**src/rtl/cpu_pkg.sv**
```systemverilog
// cpu_pkg: shared widths, memory-stage FSM states and execute-stage alusignals bit indices
package cpu_pkg;
  localparam int DATA_W = 16;
  localparam int ADDR_W = 16;
  localparam int RD_W = 3;
  typedef enum logic [1:0] {IDLE, REQ, WAIT} mem_state_t;
  localparam int ISADD = 0;
  localparam int ISSUB = 1;
  localparam int ISAND = 2;
  localparam int ISOR = 3;
  localparam int ISXOR = 4;
  localparam int ISNOT = 5;
  localparam int ISLSL = 6;
  localparam int ISLSR = 7;
endpackage

```
**src/rtl/mem_timeout_ctr.sv**
```systemverilog
// mem_timeout_ctr: transaction age counter; clear restarts, en counts, expired flags the LIMIT-th counted cycle
module mem_timeout_ctr #(
  parameter int W = 8,
  parameter int LIMIT = 255
) (
  input  logic clk,
  input  logic rst_n,
  input  logic clear,
  input  logic en,
  output logic expired
);
  logic [W-1:0] cnt;
  always_ff @(posedge clk or negedge rst_n)
    if (!rst_n) cnt <= '0;
    else cnt <= clear ? '0 : en ? cnt + 1'b1 : cnt;
  assign expired = en && cnt == W'(LIMIT - 1);
endmodule

```
**src/rtl/mem_access_stage.sv**
```systemverilog
// mem_access_stage: memory stage; ALU ops write back after 1 cycle, ld/st go over req/gnt/rvalid (MEM_TIMEOUT_EN adds abort)
import cpu_pkg::*;
module mem_access_stage #(
  parameter int DATA_W = cpu_pkg::DATA_W,
  parameter int ADDR_W = cpu_pkg::ADDR_W,
`ifdef MEM_TIMEOUT_EN
  parameter int TIMEOUT = 255,
`endif
  parameter int RD_W = cpu_pkg::RD_W
) (
  input  logic              clk,
  input  logic              rst_n,
  input  logic              in_valid,
  output logic              in_ready,
  input  logic              in_isld,
  input  logic              in_isst,
  input  logic              in_wben,
  input  logic [RD_W-1:0]   in_rd,
  input  logic [DATA_W-1:0] in_aluresult,
  input  logic [DATA_W-1:0] in_stdata,
  output logic              mem_req,
  output logic              mem_we,
  output logic [ADDR_W-1:0] mem_addr,
  output logic [DATA_W-1:0] mem_wdata,
  input  logic              mem_gnt,
  input  logic              mem_rvalid,
  input  logic [DATA_W-1:0] mem_rdata,
  output logic              wb_valid,
  output logic [RD_W-1:0]   wb_rd,
  output logic [DATA_W-1:0] wb_data,
  output logic              err
);
  mem_state_t state, state_d;
  logic accept, ld_q, wb_alu, wb_mem, expired;
  logic [RD_W-1:0] rd_q;
  assign in_ready = state == IDLE;
  assign mem_req = state == REQ;
  assign accept = in_valid && in_ready;
  always_ff @(posedge clk or negedge rst_n)
    if (!rst_n) state <= IDLE;
    else state <= state_d;
  // completion is checked before expiry so a same-cycle finish never aborts
  always_comb begin
    state_d = state;
    wb_alu = 1'b0;
    wb_mem = 1'b0;
    case (state)
      IDLE: begin
        state_d = accept && (in_isld || in_isst) ? REQ : IDLE;
        wb_alu = accept && !in_isld && !in_isst && in_wben;
      end
      REQ: begin
        state_d = mem_gnt ? (ld_q && !mem_rvalid ? WAIT : IDLE) : expired ? IDLE : REQ;
        wb_mem = mem_gnt && ld_q && mem_rvalid;
      end
      WAIT: begin
        state_d = mem_rvalid || expired ? IDLE : WAIT;
        wb_mem = mem_rvalid;
      end
      default: state_d = IDLE;
    endcase
  end
  always_ff @(posedge clk or negedge rst_n)
    if (!rst_n) begin
      ld_q <= 1'b0;
      rd_q <= '0;
      mem_we <= 1'b0;
      mem_addr <= '0;
      mem_wdata <= '0;
      wb_valid <= 1'b0;
      wb_rd <= '0;
      wb_data <= '0;
    end else begin
      if (accept) begin
        ld_q <= in_isld;
        rd_q <= in_rd;
        mem_we <= !in_isld && in_isst;
        mem_addr <= in_aluresult[ADDR_W-1:0];
        mem_wdata <= in_stdata;
      end
      wb_valid <= wb_alu || wb_mem;
      if (wb_alu || wb_mem) begin
        wb_rd <= wb_alu ? in_rd : rd_q;
        wb_data <= wb_alu ? in_aluresult : mem_rdata;
      end
    end
`ifdef MEM_TIMEOUT_EN
  localparam int CW = $clog2(TIMEOUT + 1) < 8 ? 8 : $clog2(TIMEOUT + 1);
  logic abort;
  assign abort = expired && (state == REQ ? !mem_gnt : !mem_rvalid);
  mem_timeout_ctr #(.W(CW), .LIMIT(TIMEOUT)) u_timeout (
    .clk(clk),
    .rst_n(rst_n),
    .clear(state == IDLE && state_d == REQ),
    .en(state != IDLE),
    .expired(expired)
  );
  always_ff @(posedge clk or negedge rst_n)
    if (!rst_n) err <= 1'b0;
    else err <= abort;
`else
  assign expired = 1'b0;
  assign err = 1'b0;
`endif
endmodule

```
**config.mk**
```make
export PLATFORM = sky130hd
export DESIGN_NAME = mem_access_stage
export DESIGN_NICKNAME = d
export VERILOG_FILES = /design/src/rtl/cpu_pkg.sv /design/src/rtl/mem_timeout_ctr.sv /design/src/rtl/mem_access_stage.sv
export SDC_FILE = /design/constraint.sdc
export NUM_CORES = 1
export LEC_CHECK = 0
export CORE_MARGIN = 2
export CORE_UTILIZATION = 44
export CTS_CLUSTER_SIZE = 20
export DETAILED_ROUTE_END_ITERATION = 16
export PLACE_DENSITY = 0.89
export SLEW_MARGIN = 20
export SYNTH_ARGS = -nofsm -noshare
export SYNTH_HDL_FRONTEND = slang
export SYNTH_HIERARCHICAL = 1
export SYNTH_SLANG_ARGS = --single-unit
```
**constraint.sdc**
```tcl
create_clock -name clk -period 2.45 [get_ports clk]
set_input_delay 0.6125 -clock clk [delete_from_list [all_inputs] [get_ports clk]]
set_output_delay 0.6125 -clock clk [all_outputs]
set_load 0.02 [all_outputs]
```
==> results.cfg <==
[outcome]
outcome = finished clean

[floorplan]
initial_core_util_pct = 44.8
ioPinCount = 115
rows = 28
chipHeight_um = 81.0
die_w_um = 81.0
core_region_area_um2 = 5820
die_area_um2 = 6560

[sta]
setup_ws_ns = 0.122
fmax_mhz = 430
min_period_ns = 2.33
fin_setup_tns_ns = 0
setup_viol = 0
worst_pin_slew_ns = 0.792
slew_headroom_pct = 47.2
rsz0062_at_grt = false
finalClockSkew_ns = 0.00556
report.final.slew_viol_count = 0
period_share_pct = 95.0
hold_violations = 0

[pwr]
ir_worst_vdd_mv = 0.674
p_per_area_nw_per_um2 = 1140
leakagePower_nw = 1.57

[logic_synthesis]
yosysTopAreaCell = dfrtp_1
synthTopCellsByCount = 59 x dfrtp_1, 35 x mux2_2, 21 x o21ai_0
yosysTopAreaCellShare_pct = 56.6
syn_avg_cell_area_um2 = 12.2
syn_area_um2 = 2610
yosysWarningCount = 6
syn_nets = 277
synth_cell_type_count = 22
synth_edf_count = 0
synth.area.top_cells = dfrtp_1 57%, mux2_2 15%, a31oi_1 4.8%, nand4_1 4.6%, o21ai_0 4.0%
syn_inst = 214
synth-seq-cells = 59
ys_seq_area_share_pct = 56.6
async_flop_share_pct = 100
synth-main-ff-cell = dfrtp_1
yosysMostFrequentCell = dfrtp_1

[finish]
n_fill_cell = 489
regArea_um2 = 1480
instances_no_fill = 407
num_antenna_cells = 0
layout-drive-gt1-share_pct = 18.7
multi_input_area_um2 = 980
fin_nets = 390
syn2layout_area_growth_pct = 51.6

[routing]
wl_um = 6840
drt_pass1_iterations = 4
num_vias = 2218
drt_iter0_markers = 137
ant_nets = 0
drcViolationCount = 0
vias_per_cell = 5.45
wl_per_cell_um = 16.8

[setup_path]
critPathCaptureType = primary output
critical-path-max-stage-delay_ns = 0.64
crit_required_ns = 1.84
r2r_start = state[0]$_DFF_PN0_
cp_num_buf_inv = 2
cp_data_arrival_time_ns = 1.72
critical_path.slowest_cell = clkdlybuf4s50_1
critPathTopFamily = buffers and inverters
path_cells = inv_1, ha_1, clkdlybuf4s50_1
worstSetupStartpoint = state[0]$_DFF_PN0_
critPathMaxFanout = 4
start_kind = flop
timing.setup.critical_path_class = reg -> out

[placement]
place_hpwl_um = 4860
place.gp.congestion = 0.763
numPortBuffers = 113
dp_slack_ns = 0.210
dp_cells = 391

[job]
cap_violations = 0

[global_route]
grt_usage_pct = 21.5
grt_pass1_wl_um = 10600
grt_max_degree = 36
antenna_found_initial = 0
grt_overflow = 0
grt_pass1_vias = 2246

[cts]
cts_resized = 0
cts.sinks = 59
clk_pin_slew_ns = 0.06
post_cts_buffers = 0
root_buffer = clkbuf_8
htreeDepth = 3
cts_tree = built
cts-buffers-inserted = 9
clockBufferDepth = 2
clk_latency_ns = 0.32
hold_buffers = 0

[hold_path]
hp-class = in -> async
## registers in the layout, indices dropped and copies added (netlist names)
signal,cells
wb_data,16
mem_wdata,16
mem_addr,16
mem_we,1
wb_rd,3
wb_valid,1
rd_q,3
state,2
ld_q,1
## where the power goes
part           internal, mW  total [mW]  leakage, nW  switching, mW
clock network         0.478       0.833       0.0997          0.356
registers              1.37        1.58        0.695          0.212
logic                  1.05        2.08        0.776           1.02
## path summary, 6_finish.rpt
check	to	slack [ns]	cells after the start
setup / recovery	in_ready	0.12	3
hold / removal	mem_addr[11]$_DFFE_PN0N_	0.37	1
setup reg to reg	wb_valid$_DFF_PN0_	0.63	5
hold reg to reg	mem_we$_DFFE_PN0N_	0.48	2
max in group asynchronous	mem_we$_DFFE_PN0N_	1.34	2
min in group clk	mem_we$_DFFE_PN0N_	0.48	2
## metal layers
metal | part of all wire (%) | track usage [%] | vias up | routed length [um]
met2 | 50 | 36.1 | 119 | 3450
met5 | 0 | 0 | - | 0
met3 | 8.6 | 6.67 | 6 | 586
li1 | - | - | 1021 | -
met4 | 0.92 | 7.29 | 0 | 63
met1 | 40 | 26.3 | 1072 | 2750
## cell families (layout without fill, tap and decap cells)
family                     count (synthesis)  in the layout  synth area share (%)
and+or+nand+nor                           46             46                  9.98
other                                      1              1                 0.144
muxes                                     36             36                  15.5
buffers and inverters                     24            142                  6.14
DFF                                       59             59                  56.6
adders and majority gates                  4              4                  1.92
AOI/OAI and AO/OA                         44             44                  9.64
## layout make-up
| class | count | area share (%) |
|---|---|---|
| Clock buffer | 15 | 4.72 |
| Clock inverter | 1 | 0.127 |
| Inverter | 3 | 0.285 |
| Multi-Input combinational cell | 131 | 24.8 |
| Sequential cell | 59 | 37.3 |
| Tap cell | 75 | 2.37 |
| Timing Repair Buffer | 123 | 30.4 |
## layout by cell type, fill, tap and decap left out
cell             instances
dfrtp_1                 59
nand2_2                  1
clkinv_2                 1
ha_1                     4
a31o_1                   1
o211ai_1                 1
nor3_1                  20
clkbuf_1                 2
a31oi_2                  1
conb_1                   1
inv_1                    3
nand2_1                  2
a21oi_1                  1
a31oi_1                 19
buf_2                    1
clkdlybuf4s50_1        112
nand4_1                 19
mux2_2                  35
nand2b_1                 2
mux2_1                   1
clkbuf_8                13
nand4bb_1                1
buf_4                   10
o21ai_0                 21
or2_1                    1
## through the flow
step                util (%)  area (um^2)  hold WS [ns]  total power [mW]
floorplan                  -         2610         0.317              2.66
global placement        64.7         3760         0.464              3.63
detailed placement      64.7         3760         0.472              3.68
CTS                     68.0         3950         0.377              4.53
global route            68.0         3950         0.407              4.73
finish                  68.0         3950         0.369              4.49
Power figures use the tool's default switching activity.
